### src/rtl/sipo_frame_receiver.sv
// rtl/sipo_frame_receiver.sv - MSB-first serial frame receiver with parity/stop checks
// and a one-word valid/ready holding buffer.
module sipo_frame_receiver #(
  parameter int WIDTH      = 4,
  parameter int PARITY_EN  = 1,
  parameter int ODD_PARITY = 0
) (
  input  logic             clk,
  input  logic             rst,
  input  logic             s_in,
  input  logic             s_en,
  output logic [WIDTH-1:0] o_data,
  output logic             o_valid,
  input  logic             o_ready,
  output logic             par_err,
  output logic             frame_err,
  output logic             overrun
);

  localparam int CW = $clog2(WIDTH + 1);

  typedef enum logic [1:0] {
    IDLE   = 2'd0,
    DATA   = 2'd1,
    PARITY = 2'd2,
    STOP   = 2'd3
  } state_t;

  state_t           state_q, state_d;
  logic [CW-1:0]    cnt_q, cnt_d;
  logic [WIDTH-1:0] shreg_q, shreg_d;
  logic             perr_q, perr_d;
  logic             done_q, done_d;
  logic [WIDTH-1:0] data_q, data_d;
  logic             valid_q, valid_d;
  logic             par_err_q, par_err_d;
  logic             ferr_q, ferr_d;
  logic             ovr_q, ovr_d;

  logic             par_on;
  logic             odd_on;

  assign par_on = (PARITY_EN != 0);
  assign odd_on = (ODD_PARITY != 0);

  always_comb begin
    state_d   = state_q;
    cnt_d     = cnt_q;
    shreg_d   = shreg_q;
    perr_d    = perr_q;
    done_d    = 1'b0;
    ferr_d    = 1'b0;
    ovr_d     = 1'b0;
    data_d    = data_q;
    valid_d   = valid_q;
    par_err_d = par_err_q;

    if (s_en) begin
      case (state_q)
        IDLE: begin
          if (s_in) begin
            state_d = DATA;
            cnt_d   = '0;
          end
        end
        DATA: begin
          shreg_d = {shreg_q[WIDTH-2:0], s_in};
          cnt_d   = cnt_q + 1'b1;
          if (cnt_q == CW'(WIDTH - 1)) begin
            state_d = par_on ? PARITY : STOP;
          end
        end
        PARITY: begin
          perr_d  = s_in ^ (^shreg_q) ^ odd_on;
          state_d = STOP;
        end
        STOP: begin
          // A high stop bit ends the frame; it is never taken as the next start bit.
          state_d = IDLE;
          if (s_in) ferr_d = 1'b1;
          else      done_d = 1'b1;
        end
        default: state_d = IDLE;
      endcase
    end

    if (valid_q && o_ready) valid_d = 1'b0;

    // The completed word stays in shreg_q for the cycle after the stop bit,
    // since the IDLE state never shifts.
    if (done_q) begin
      if (!valid_q || o_ready) begin
        data_d    = shreg_q;
        par_err_d = par_on && perr_q;
        valid_d   = 1'b1;
      end else begin
        ovr_d = 1'b1;
      end
    end
  end

  always_ff @(posedge clk or negedge rst) begin
    if (!rst) begin
      state_q   <= IDLE;
      cnt_q     <= '0;
      shreg_q   <= '0;
      perr_q    <= 1'b0;
      done_q    <= 1'b0;
      data_q    <= '0;
      valid_q   <= 1'b0;
      par_err_q <= 1'b0;
      ferr_q    <= 1'b0;
      ovr_q     <= 1'b0;
    end else begin
      state_q   <= state_d;
      cnt_q     <= cnt_d;
      shreg_q   <= shreg_d;
      perr_q    <= perr_d;
      done_q    <= done_d;
      data_q    <= data_d;
      valid_q   <= valid_d;
      par_err_q <= par_err_d;
      ferr_q    <= ferr_d;
      ovr_q     <= ovr_d;
    end
  end

  assign o_data    = data_q;
  assign o_valid   = valid_q;
  assign par_err   = par_err_q;
  assign frame_err = ferr_q;
  assign overrun   = ovr_q;

endmodule

### config.mk
export PLATFORM = sky130hd
export DESIGN_NAME = sipo_frame_receiver
export DESIGN_NICKNAME = d
export VERILOG_FILES = /design/src/rtl/sipo_frame_receiver.sv
export SDC_FILE = /design/constraint.sdc
export NUM_CORES = 1
export LEC_CHECK = 0
export CAP_MARGIN = 40
export CORE_ASPECT_RATIO = 1.25
export CORE_MARGIN = 5
export CORE_UTILIZATION = 35
export CTS_BUF_LIST = sky130_fd_sc_hd__clkbuf_16
export DETAILED_ROUTE_END_ITERATION = 8
export PLACE_DENSITY = 0.64
export SYNTH_ARGS = -nofsm -noshare
export SYNTH_HDL_FRONTEND = slang
export SYNTH_SLANG_ARGS = --single-unit
### constraint.sdc
create_clock -name clk -period 1.6 [get_ports clk]
set_clock_uncertainty 0.05 [all_clocks]
set_input_delay 0.16 -clock clk [delete_from_list [all_inputs] [get_ports clk]]
set_output_delay 0.16 -clock clk [all_outputs]
set_load 0.05 [all_outputs]
==> metrics.md <==
| Metric | Value |
|---|---|
| Status | `complete, no violations` |
| Residual DRC count | `0` |
| Die span in y | `65.3 µm` |
| CP most frequent cell | `sky130_fd_sc_hd__ha_1` |
| Critical Path Source Type | `flip-flop` |
| Synthesized instance count | `65` |
| DR pass1 iterations | `2` |
| Buffers added on ports | `12` |
| CP arrival | `1.59 ns` |
| Least-Margin Pin Slew | `0.294 ns` |
| Required time of the critical path | `1.68 ns` |
| Final Max Slew Viols | `0` |
| Endpoint class of the critical path | `flip-flop` |
| Critical path destination | `state_q[1]` |
| CTS Buffer Depth | `2` |
| Layout fillers | `225` |
| Depth of the most critical reg-to-reg path | `5` |
| Final layout net count | `95` |
| Critical Path Fanout Max | `2` |
| End-of-flow core utilization | `0.452` |
| Launch point of the critical path | `cnt_q[0]` |
| Leakage power | `0.542 nW` |
| Sequential-to-total area share from yosys stat | `0.556` |
| Routed vias/inst | `4.58` |
| CTS tree | `built` |
| Area of the core | `2400 µm²` |
| Net count of the mapped netlist | `77` |
| Setup TNS after final layout | `0 ns` |
| Slew margin rel. | `0.803` |
| Post-Place Setup Slack | `0.0688 ns` |
| Reg-to-reg endpoint | `state_q[1]` |
| Hold buffer count at cts | `0` |
| Worst hold path type | `in2async` |
| Post-DP HPWL | `1.10 mm` |
| Clock latency at the later pin of the worst-skew pair | `0.25 ns` |
| Number of antenna violations at the first check in global routing | `0` |
| Proportion of layout cells with a drive suffix above 1 | `0.232` |
| Wire length of the first global-routing pass | `2.44 mm` |
| H-tree level count | `1` |
| Worst IR drop on VDD | `1.06 mV` |
| Synth warn | `0` |
| Number of hold violations in the final report | `0` |
| Antenna fix cells | `0` |
| Critical Path, Cell by Cell | `ha_1 -> ha_1 -> nand2b_1 -> nand3_1 -> mux2_1` |
| Library cell contributing the largest single delay on the critical path | `sky130_fd_sc_hd__dfrtp_1` |
| Total of endpoints with negative setup slack in the final report | `0` |
| Global-route total usage across every layer | `0.0994` |
| Number of synthesized flops with an enable pin | `0` |
| Layout overhead on the synthesized area | `26.8%` |
| Remaining antenna violation count | `0` |
| Routability cong. | `0.636` |
| Number of resized instances in the post-cts repair step | `0` |
| FF-to-FF setup slack | `0.1 ns` |
| Number of buffers created by CTS | `3` |
| Number of top-level design ports | `13` |
| Worst Setup Path Type | `reg2reg` |
| Clock-pin slew on the worst setup and hold paths | `0.05 ns` |
| CTS Root Cell | `sky130_fd_sc_hd__clkbuf_16` |
| Post-detailed-routing wire length | `1.43 mm` |
| Crit path buffers/inverters | `0` |
| Maximum operating frequency | `665 MHz` |
| Count of cell instances traversed by the critical path | `5` |
| Crit-path max cell delay | `0.38 ns` |
| Number of sinks handled by clock tree synthesis | `19` |
| Syn_area_per_cell | `13.2 µm²` |
| Buffer count from post-CTS setup fixing | `0` |
| Netlist cell types | `16` |
| Initial cell density of the core | `0.356` |
| Clock period minus final worst setup slack | `1.50 ns` |
| Number of global-route vias before repair | `546` |
| Most instantiated flip-flop cell in the synthesis netlist | `sky130_fd_sc_hd__dfrtp_1` |
| Pwr/cell area | `2090 nW/µm²` |
| Remaining global-route overflow | `0` |
| Critical register-to-register path startpoint | `cnt_q[0]` |
| Number of DRC markers after the initial detailed-route iteration | `3` |
| Flip-flop and latch count after synthesis | `19` |
| Largest net degree at the start of global routing | `20` |
| Maximum capacitance violations | `0` |
| Avg WL per Cell | `12.4 µm` |
| Std cell rows | `20` |
| Async set or reset register ratio after synthesis | `1.00` |
| Via Count | `527` |
| Summed instance area of the synthesized netlist | `856 µm²` |
| Die Outline Area | `3540 µm²` |
| Worst-case setup margin in the final layout | `0.0972 ns` |
| Top cell family by delay on the critical path | `flip-flops` |
| Final period utilization | `0.939` |
| RSZ-0062 raised after global routing | `no` |
| Width of the die | `54.2 µm` |
[cell usage after synthesis, types with 2 or more instances]
master,number,area share
sky130_fd_sc_hd__a22o_1,2,0.020
sky130_fd_sc_hd__and3_1,2,0.015
sky130_fd_sc_hd__dfrtp_1,19,0.56
sky130_fd_sc_hd__ha_1,7,0.10
sky130_fd_sc_hd__inv_1,5,0.022
sky130_fd_sc_hd__mux2_1,5,0.066
sky130_fd_sc_hd__mux2_2,6,0.079
sky130_fd_sc_hd__nand2_1,6,0.026
sky130_fd_sc_hd__nand2b_1,3,0.022
sky130_fd_sc_hd__nor2_1,3,0.013
sky130_fd_sc_hd__xnor2_1,2,0.020
[flip-flops by register name (all words and copies together), names as in the netlist, 2 cells and up]
signal   count
state_q      2
o_data       4
cnt_q        3
shreg_q      4
[worst min path at each step]
stage / slack, ns / start / depth (start not counted) / endpoint
floorplan: -0.19 / rst / 0 / cnt_q[0]
detailed placement: 0.42 / perr_q / 2 / perr_q
global route: 0.22 / rst / 2 / overrun
global placement: 0.39 / done_q / 2 / o_valid
CTS: 0.21 / rst / 2 / overrun
finish: 0.20 / rst / 2 / overrun
[cell usage in the layout, fill, tap and decap left out, types with 3 or more instances in the layout]
cell	synthesis	layout
sky130_fd_sc_hd__nand2_1	6	6
sky130_fd_sc_hd__ha_1	7	7
sky130_fd_sc_hd__dfrtp_1	19	19
sky130_fd_sc_hd__nor2_1	3	3
sky130_fd_sc_hd__clkbuf_16	0	3
sky130_fd_sc_hd__mux2_1	5	5
sky130_fd_sc_hd__mux2_2	6	6
sky130_fd_sc_hd__nand2b_1	3	3
sky130_fd_sc_hd__buf_4	0	9
sky130_fd_sc_hd__clkdlybuf4s50_1	0	4
sky130_fd_sc_hd__inv_1	5	5
[cells by family (layout without fill, tap and decap cells)]
| family | count (synthesis) | after routing | share of synthesized area |
|---|---|---|---|
| adders and majority gates | 7 | 7 | 0.102 |
| and+or+nand+nor | 15 | 15 | 0.0819 |
| AOI/OAI and AO/OA | 4 | 4 | 0.0351 |
| muxes | 12 | 12 | 0.156 |
| buffers and inverters | 5 | 22 | 0.0219 |
| xor gates and xnor gates | 3 | 3 | 0.0468 |
| DFF | 19 | 19 | 0.556 |
[report_power, final]
group	internal, W	switching, W
Sequential	0.000676	0.000142
Clock	0.000335	0.000171
Combinational	0.000413	0.000531
[worst reg2reg max path: cells and delay by family (launching register included)]
family / cells / cell delay [ns]
and+or+nand+nor: 2 / 0.25
DFF: 1 / 0.38
muxes: 1 / 0.33
adders and majority gates: 2 / 0.37
[per-stage QoR]
step	cells	area, µm²	hold WS (ns)	power [W]
6_report	115	1080	0.197	0.00227
5_1_grt	115	1080	0.224	0.00243
4_1_cts	115	1080	0.207	0.00231
3_5_place_dp	111	1000	0.421	0.00179
3_3_place_gp	111	1000	0.395	0.00174
2_1_floorplan	65	856	-0.186	0.00151
[routing by layer]
layer / routed length [µm] / track usage / share of wire / vias to the layer above
met1: 575 / 0.100 / 0.40 / 254
met4: 23 / 0.0748 / 0.016 / 0
met2: 728 / 0.165 / 0.51 / 14
li1: - / - / - / 255
met3: 103 / 0.0295 / 0.072 / 4
met5: 0 / 0 / 0 / -
[area by class of cell]
| type | count | area [µm²] | share of cell area |
|---|---|---|---|
| flip-flops and latches | 19 | 475 | 0.438 |
| multi-input cells | 41 | 362 | 0.333 |
| repair buffers | 13 | 108 | 0.0992 |
| clock buffers | 3 | 75.1 | 0.0692 |
| well taps | 33 | 41.3 | 0.0381 |
| inverters | 5 | 18.8 | 0.0173 |
| clock inverters | 1 | 5.00 | 0.00461 |
Note: power is estimated with default switching activity, not from simulation.
